$ cat src/rtl/interconn_pkg.sv
// rtl/interconn_pkg.sv - shared defaults and types for the interconnect send scheduler
// Purpose: default MVU count, word width and address width, plus the
//          destination-index type sized from the default MVU count.
package interconn_pkg;

  localparam int N_DEF     = 8;
  localparam int W_DEF     = 64;
  localparam int BADDR_DEF = 15;
  localparam int DW_DEF    = $clog2(N_DEF);

  typedef logic [DW_DEF-1:0] dst_idx_t;

endpackage

$ cat src/rtl/interconn_rr_sched_rr_arbiter.sv
// rtl/interconn_rr_sched_rr_arbiter.sv - rotate-priority find-first arbiter for one destination
// Purpose: picks the first asserted request at or after ptr, scanning upward mod N.
// Ports:
//   req     in  N   request vector
//   ptr     in  DW  highest-priority index
//   en      in  1   arbitration enable; when low, nothing is granted
//   gnt     out N   one-hot grant
//   gnt_idx out DW  index of the granted request (0 when none)
//   any     out 1   a grant was issued
module rr_arbiter #(
  parameter int N = 8,
  localparam int DW = $clog2(N)
) (
  input  logic [N-1:0]  req,
  input  logic [DW-1:0] ptr,
  input  logic          en,
  output logic [N-1:0]  gnt,
  output logic [DW-1:0] gnt_idx,
  output logic          any
);

  always_comb begin
    logic [DW-1:0] idx;
    gnt     = '0;
    gnt_idx = '0;
    any     = 1'b0;
    idx     = '0;
    for (int k = 0; k < N; k++) begin
      // N is a power of two, so DW-bit addition wraps modulo N for free.
      idx = ptr + DW'(k);
      if (en && !any && req[idx]) begin
        any      = 1'b1;
        gnt_idx  = idx;
        gnt[idx] = 1'b1;
      end
    end
  end

endmodule

$ cat src/rtl/interconn_rr_sched.sv
// rtl/interconn_rr_sched.sv - round-robin send scheduler in front of the interconnect
// Purpose: accepts word transfers from N sources, grants at most one source per
//          destination per cycle with rotating priority, and drives registered
//          send_* outputs one cycle after acceptance.
// Ports:
//   clk, clr               clock, synchronous active-high reset
//   req_valid/req_ready    per-source handshake (ready is combinational)
//   req_dst/addr/word      per-source destination, address and data
//   dst_busy               per-destination stall
//   send_to/en/addr/word   registered per-source outputs to the interconnect
//   grant_cnt              running count of accepted transfers (wraps)
module interconn_rr_sched
  import interconn_pkg::*;
#(
  parameter int N     = N_DEF,
  parameter int W     = W_DEF,
  parameter int BADDR = BADDR_DEF,
  localparam int DW   = $clog2(N)
) (
  input  logic             clk,
  input  logic             clr,
  input  logic [N-1:0]     req_valid,
  input  logic [DW-1:0]    req_dst   [N],
  input  logic [BADDR-1:0] req_addr  [N],
  input  logic [W-1:0]     req_word  [N],
  output logic [N-1:0]     req_ready,
  input  logic [N-1:0]     dst_busy,
  output logic [N-1:0]     send_to   [N],
  output logic [N-1:0]     send_en,
  output logic [BADDR-1:0] send_addr [N],
  output logic [W-1:0]     send_word [N],
  output logic [31:0]      grant_cnt
);

  logic [N-1:0]  cand    [N];
  logic [N-1:0]  gnt     [N];
  logic [DW-1:0] gnt_idx [N];
  logic [DW-1:0] ptr     [N];
  logic [N-1:0]  arb_en;
  logic [N-1:0]  arb_any;

  // cand[d][i]: source i has a valid request aimed at destination d.
  always_comb begin
    for (int d = 0; d < N; d++) begin
      for (int i = 0; i < N; i++) begin
        cand[d][i] = req_valid[i] && (req_dst[i] == DW'(d));
      end
    end
  end

  // A busy destination or reset suppresses the grant entirely, so its
  // pointer cannot move and arbitration resumes from the same place.
  assign arb_en = ~dst_busy & {N{~clr}};

  for (genvar d = 0; d < N; d++) begin : g_arb
    rr_arbiter #(.N(N)) u_arb (
      .req     (cand[d]),
      .ptr     (ptr[d]),
      .en      (arb_en[d]),
      .gnt     (gnt[d]),
      .gnt_idx (gnt_idx[d]),
      .any     (arb_any[d])
    );
  end

  // Each source targets one destination, so its ready is just its bit in
  // that destination's grant vector.
  always_comb begin
    for (int i = 0; i < N; i++) begin
      req_ready[i] = gnt[req_dst[i]][i];
    end
  end

  always_ff @(posedge clk) begin
    if (clr) begin
      for (int d = 0; d < N; d++) begin
        ptr[d] <= '0;
      end
    end else begin
      for (int d = 0; d < N; d++) begin
        if (arb_any[d]) begin
          ptr[d] <= gnt_idx[d] + DW'(1);
        end
      end
    end
  end

  always_ff @(posedge clk) begin
    if (clr) begin
      send_en   <= '0;
      grant_cnt <= '0;
      for (int i = 0; i < N; i++) begin
        send_to[i]   <= '0;
        send_addr[i] <= '0;
        send_word[i] <= '0;
      end
    end else begin
      send_en   <= req_ready;
      grant_cnt <= grant_cnt + 32'($countones(req_ready));
      for (int i = 0; i < N; i++) begin
        send_to[i] <= req_ready[i] ? ({{(N-1){1'b0}}, 1'b1} << req_dst[i]) : '0;
        if (req_ready[i]) begin
          send_addr[i] <= req_addr[i];
          send_word[i] <= req_word[i];
        end
      end
    end
  end

endmodule

$ cat config.mk
export PLATFORM = sky130hd
export DESIGN_NAME = interconn_rr_sched
export DESIGN_NICKNAME = d
export VERILOG_FILES = /design/src/rtl/interconn_pkg.sv /design/src/rtl/interconn_rr_sched_rr_arbiter.sv /design/src/rtl/interconn_rr_sched.sv
export SDC_FILE = /design/constraint.sdc
export NUM_CORES = 2
export LEC_CHECK = 0
export ABC_AREA = 1
export CAP_MARGIN = 5
export CORE_AREA = 2 2 549 551
export CTS_BUF_LIST = sky130_fd_sc_hd__clkbuf_8
export CTS_CLUSTER_DIAMETER = 80
export DETAILED_ROUTE_END_ITERATION = 7
export DIE_AREA = 0 0 551 553
export GPL_TIMING_DRIVEN = 0
export HOLD_SLACK_MARGIN = 0.1
export MAX_ROUTING_LAYER = met4
export SETUP_SLACK_MARGIN = 0.1
export SYNTH_ARGS = -nofsm -noshare
export SYNTH_HDL_FRONTEND = slang
export SYNTH_HIERARCHICAL = 1
export SYNTH_SLANG_ARGS = --single-unit
$ cat constraint.sdc
create_clock -name clk -period 12.9 [get_ports clk]
set_input_delay 1.29 -clock clk [delete_from_list [all_inputs] [get_ports clk]]
set_output_delay 1.29 -clock clk [all_outputs]
set_load 0.02 [all_outputs]
# After elaboration in Yosys (flattened, before gate mapping)
# Memory sizes are Yosys's and may differ from the RTL's.
# Cells that the tools add are included.
# op_classes
addsub	72
magnitude_cmp	136
eq_ne	56
shift	8
muxes	506
bitwise_logic	83
reduce_logical	320
# ops
cell	count
8-bit two-way mux	66
8-bit OR	56
3-bit by 4-bit < comparator with 1-bit output (second input constant)	64
1-bit logical AND	248
3-bit two-way mux	74
1-bit two-way mux	220
1-bit binary-select mux with 3-bit select	64
8-bit binary-select mux with 3-bit select	8
1-bit demux with 3-bit select	64
3-bit by 1-bit >= comparator with 1-bit output (second input constant)	64
3-bit adder (second input constant)	32
3-bit == test (second input constant)	32
1-bit by 3-bit << shifter with 8-bit output (first input constant)	8
1-bit logical NOT	56
3-bit by 1-bit adder with 3-bit output (second input constant)	16
3-bit by 2-bit adder with 3-bit output (second input constant)	16
3-bit by 2-bit == test with 1-bit output (second input constant)	16
32-bit by 4-bit adder with 32-bit output	1
4-bit >= comparator (second input constant)	8
3-bit NOT with 4-bit output	8
3-bit by 1-bit == test with 1-bit output (second input constant)	8
3-bit logical NOT	8
2-bit OR reduction	8
7-bit two-way mux	2
11 further kinds	34
# totals
register_bits	736
ram_bits	24
inputBits	674
output_inout_bits	744
wordCells	1208
mem_count	1
# mem_list
name	depth	word_bits	read_ports	rd_clocked_by_memory_dff	write_ports	line	source
ptr	8	3	8	0	8	interconn_rr_sched.sv:38	logic [DW-1:0] ptr [N];

# Longest topological paths before layout
# logic_depth
word_depth	41
depth_mapped	42
ltp_nobuf	38

# Cells and area by module
# Netlist, hierarchy kept.
# by_module_without_submodules
module	n_inst	cells_per_inst	area_per_inst_um2
interconn_rr_sched	1	4295	32293.5
rr_arbiter	8	304	1549.0

# Worst setup path before layout
# No wires, ideal clock.
# synth_path
kind	input-to-reg
startpoint	input port req_dst[19] in the netlist's numbering
endpoint	register grant_cnt[26]
setup_ns	0.116
t_arrival_ns	6.397
slack_ns	6.387
stages	35
n_path_buf	2
path_cell_list	inv_1 -> nor2_1 -> inv_1 -> nor2_1 -> nand2_1 -> nand3_2 -> nand2_1 -> nand2_2 -> nand2_4 -> a21oi_2 -> nor2_4 -> buf_2 -> nand4_1 -> nand3b_1 -> nor2_1 -> nand3_1 -> a21oi_2 -> nand2_1 -> nand2_1 -> nand2_2 -> buf_4 -> fa_1 -> inv_1 -> fa_1 -> fa_1 -> fa_1 -> inv_1 -> fa_1 -> nand2_1 -> nand2_1 -> nand2_1 -> nor2_2 -> nand3b_1 -> o21ai_0 -> nor2_1
# synth_rtl
element	line	source
start: declaration	interconn_rr_sched.sv:23	input logic [DW-1:0] req_dst [N],
end signal: assignment	interconn_rr_sched.sv:99	grant_cnt <= grant_cnt + 32'($countones(req_ready));
end: declaration	interconn_rr_sched.sv:32	output logic [31:0] grant_cnt

==> metrics.log <==
INFO  metric postRouteAntennaNets = 0
INFO  metric start_util = 0.150
INFO  metric routed_wl = 330 mm
INFO  metric io-pin-count = roughly 1400
INFO  metric cts_hold_buffers = 0
INFO  metric hp-class = reg2reg
INFO  metric critical_path_required = about 14000 ps
INFO  metric leakagePower = 27.0 nW
INFO  metric reg2reg_setup_slack = around 4800 ps
INFO  metric grt_first_pass_wirelength = approximately 430 mm
INFO  metric signal_arrival_time_at_the_worst_endpoint = 9360 ps
INFO  metric wirelength_met1 = 124 mm
INFO  metric worst_setup_path_end_kind = flop
INFO  metric slowest_stage = sky130_fd_sc_hd__clkdlybuf4s50_1
INFO  metric wl_per_cell = 26.5 µm
INFO  metric clk_skew = 122 ps
INFO  metric synth_async_sr_flop_share = 0
INFO  metric sequentialPowerShare = 0.227
INFO  metric syn-cell-area = around 0.045 mm²
INFO  metric drc = 0
INFO  metric num-nets-final = 9047
INFO  metric grt_pass1_vias = 48743
INFO  metric actual_slew_at_the_worst_max_slew_pin = 1580 ps
INFO  metric worstSetupStartpointType = input port
INFO  metric route.met3.wl = approximately 33 mm
INFO  metric number_of_pins_exceeding_their_max_slew_limit_in_the_final_report = 11
INFO  metric fp.dieArea = 0.305 mm²
INFO  metric first_iter_violations = about 5600
INFO  metric port_buffers = approximately 1400
INFO  metric post_synth_num_cell_types = 37
INFO  metric clk_pin_slew_worst_paths = roughly 60 ps
INFO  metric h_tree_level_count = 4
INFO  metric setup-tns-final = 0 ps
INFO  metric area_used_by_multi_input_combinational_logic = 0.0256 mm²
INFO  metric vdd_drop_max = between 100 and 150 µV
INFO  metric postCtsSetupBuffers = 0
INFO  metric synth_cells = between 6000 and 7000
INFO  metric power.switching_fraction = 0.508
INFO  metric grt.total_usage = 0.212
INFO  metric finalSetupViolCount = 0
INFO  metric flow.area_growth_from_synthesis = 50.7%
INFO  metric die_width = approximately 550 µm
INFO  metric min_period_over_period = 0.662
INFO  metric cts_tree = built
INFO  metric grt.overflow.total = 0
INFO  metric most_numerous_cell_on_the_critical_path = sky130_fd_sc_hd__nand2_1
INFO  metric critical_path.max_fanout = 11
INFO  metric top_layer_used = met4
INFO  metric violated_checks = max-capacitance violations, max-slew violations
INFO  metric final.fill_count = between 30000 and 40000
INFO  metric post_cts.resized_instances = 0
INFO  metric layout.cell_area.non_filler = just under 0.07 mm²
INFO  metric rsz0062_at_grt = false
INFO  metric reg_to_reg_critical_path_startpoint = ptr[1][0]
INFO  metric row_count = between 200 and 250
INFO  metric cts.path.max_buffers = 4
INFO  metric placed_wire_length_estimate = 276 mm
INFO  metric post_synthesis_net_count = about 7500
INFO  metric register_area = ~0.015 mm²
INFO  metric number_of_warnings_issued_by_yosys = 6
INFO  metric layout.cells.most_common = sky130_fd_sc_hd__nor2_1
INFO  metric synth.yosys.seq_area_share = 0.346
INFO  metric synth_seq_cells = between 700 and 800
INFO  metric clkPwrFrac = 0.187
INFO  metric layout-drive-gt1-share = 0.100
INFO  metric met2_length = 140 mm
INFO  metric clk_root_buffer_cell = sky130_fd_sc_hd__clkbuf_8
INFO  metric yosys_most_used_dff = sky130_fd_sc_hd__dfxtp_1
INFO  metric clock-sinks = 760
INFO  metric r2r-end = grant_cnt[26]
INFO  metric avgSynthCellArea = 6.64 µm²
INFO  metric max_cap_violations = 1
INFO  metric route.detailed.vias_per_inst = ~4.3
INFO  metric layout.core_utilization = 0.225
INFO  metric largest_net_degree_at_the_start_of_global_routing = 16
INFO  metric final_cell_mix = sky130_fd_sc_hd__nor2_1 (1918), sky130_fd_sc_hd__nand2_1 (1462), sky130_fd_sc_hd__clkdlybuf4s50_1 (1416)
INFO  metric reg2regPathDepth = 37
INFO  metric initial_antenna_violation_count = a little over 90
INFO  metric worstSetupStartpoint = req_dst[0]
INFO  metric finalHoldViolCount = 0
INFO  metric fp.dieH = around 550 µm
INFO  metric outcome = complete, but fails checks
INFO  metric drt_pre_antenna_iters = 6
INFO  metric numCtsBuffers = around 160
INFO  metric synth_enable_flop_cells = 24
INFO  metric path_class = in2reg
INFO  metric timing.fmax = roughly 120 MHz
INFO  metric worst_slew_margin_rel = -0.0503
INFO  metric placed_cell_area = around 0.064 mm²
INFO  metric clk-insertion-delay-late = 950 ps
INFO  metric intPower = 7.41 mW
INFO  metric timing.critical_path.to = grant_cnt[26]
INFO  metric num_vias = roughly 53000
INFO  metric total_switching_power = 7.66 mW
INFO  metric comb_power_share = 0.586
INFO  metric worst_hold_slack = ~480 ps
INFO  metric gpl.final_weighted_congestion = ~1.0
INFO  metric slowest_delay = roughly 720 ps
INFO  metric fp.coreArea = about 0.3 mm²
INFO  metric minimum_period_implied_by_the_final_worst_setup_slack = 8530 ps
INFO  metric power_density = about 220 mW/mm²
synthesized netlist by cell type (5+ instances only):
| cell type | instances | area (µm²) |
|---|---|---|
| sky130_fd_sc_hd__a21oi_1 | 61 | 305 |
| sky130_fd_sc_hd__a21oi_2 | 23 | 201 |
| sky130_fd_sc_hd__and3_1 | 8 | 50.1 |
| sky130_fd_sc_hd__buf_1 | 18 | 67.6 |
| sky130_fd_sc_hd__buf_2 | 162 | 811 |
| sky130_fd_sc_hd__buf_4 | 92 | 691 |
| sky130_fd_sc_hd__buf_6 | 52 | 586 |
| sky130_fd_sc_hd__clkbuf_1 | 85 | 319 |
| sky130_fd_sc_hd__clkinv_1 | 8 | 30.0 |
| sky130_fd_sc_hd__dfxtp_1 | 736 | 14700 |
| sky130_fd_sc_hd__edfxtp_1 | 24 | 721 |
| sky130_fd_sc_hd__fa_1 | 5 | 100 |
| sky130_fd_sc_hd__ha_1 | 62 | 776 |
| sky130_fd_sc_hd__inv_1 | 219 | 822 |
| sky130_fd_sc_hd__inv_2 | 61 | 229 |
| sky130_fd_sc_hd__inv_4 | 8 | 50.1 |
| sky130_fd_sc_hd__nand2_1 | 1462 | 5490 |
| sky130_fd_sc_hd__nand2_2 | 61 | 382 |
| sky130_fd_sc_hd__nand2_4 | 28 | 315 |
| sky130_fd_sc_hd__nand3_1 | 569 | 2850 |
| sky130_fd_sc_hd__nand3_2 | 64 | 641 |
| sky130_fd_sc_hd__nand3b_1 | 703 | 5280 |
| sky130_fd_sc_hd__nand4_1 | 109 | 682 |
| sky130_fd_sc_hd__nand4_2 | 8 | 100 |
| sky130_fd_sc_hd__nand4_4 | 8 | 170 |
| sky130_fd_sc_hd__nor2_1 | 1918 | 7200 |
| sky130_fd_sc_hd__nor2_4 | 24 | 270 |
| sky130_fd_sc_hd__nor3_1 | 83 | 415 |
| sky130_fd_sc_hd__o21ai_0 | 26 | 130 |
| sky130_fd_sc_hd__or2_1 | 16 | 100 |
| sky130_fd_sc_hd__or2_2 | 9 | 56.3 |
| sky130_fd_sc_hd__xnor2_1 | 9 | 78.8 |
sequential cells by signal, summed over array words and instances, names as in the netlist:
signal,flops
grant_cnt,32
ptr,24
send_addr,120
send_en,8
send_to,64
send_word,512
critical path: cells and delay by family:
family | cells | cell delay (ps)
buf+inv | 4 | 1420
simple gates | 26 | 4280
compound gates | 1 | 180
fa+ha+maj | 5 | 2070
cells by family after synthesis:
logic type | count (synthesis) | share of synthesized area
xor+xnor | 9 | 0.00176
compound gates | 113 | 0.0147
flops | 760 | 0.346
fa+ha+maj | 67 | 0.0196
simple gates | 5073 | 0.537
buf+inv | 705 | 0.0807
how the worst min path moves through the flow:
stage,end,cells after the start,startpoint,slack (ps)
2_1_floorplan,grant_cnt[7],1,grant_cnt[7],550
6_report,send_word[247],2,send_word[247],480
5_1_grt,send_addr[15],2,send_addr[15],490
4_1_cts,send_word[464],2,send_word[464],480
3_5_place_dp,send_word[464],2,send_word[464],470
3_3_place_gp,send_word[123],2,send_word[123],460
routing by layer:
| layer | vias up | track usage |
|---|---|---|
| met3 | 605 | 0.0642 |
| met5 | - | - |
| met2 | 2753 | 0.315 |
| li1 | 24883 | - |
| met4 | 0 | 0.174 |
| met1 | 24896 | 0.233 |
power groups by stage:
stage / clock network, mW / logic, mW / registers, mW
after floorplan: 0 / 4.20 / 4.05
after global placement: 0 / 8.73 / 3.43
after detailed placement: 0 / 8.73 / 3.45
after CTS: 2.90 / 8.76 / 3.41
after global routing: 2.98 / 9.43 / 3.48
final: 2.82 / 8.83 / 3.42
stage by stage:
step	setup WS, ps	cells	power, mW
after detailed placement	3280	12103	12.2
after global placement	2540	12101	12.2
final	4370	12450	15.1
after global routing	3850	12426	15.9
after floorplan	6390	6727	8.25
after CTS	4350	12373	15.1
area by class of cell:
cell class / instances / share of cell area
multi-input cells: 5262 / 0.380
repair buffers: 1418 / 0.211
clock buffers: 193 / 0.0394
plain buffers: 409 / 0.0369
well taps: 3958 / 0.0735
clock inverters: 77 / 0.00949
diodes: 77 / 0.00286
inverters: 296 / 0.0168
flip-flops and latches: 760 / 0.229
Note: power is estimated with default switching activity, not from simulation.
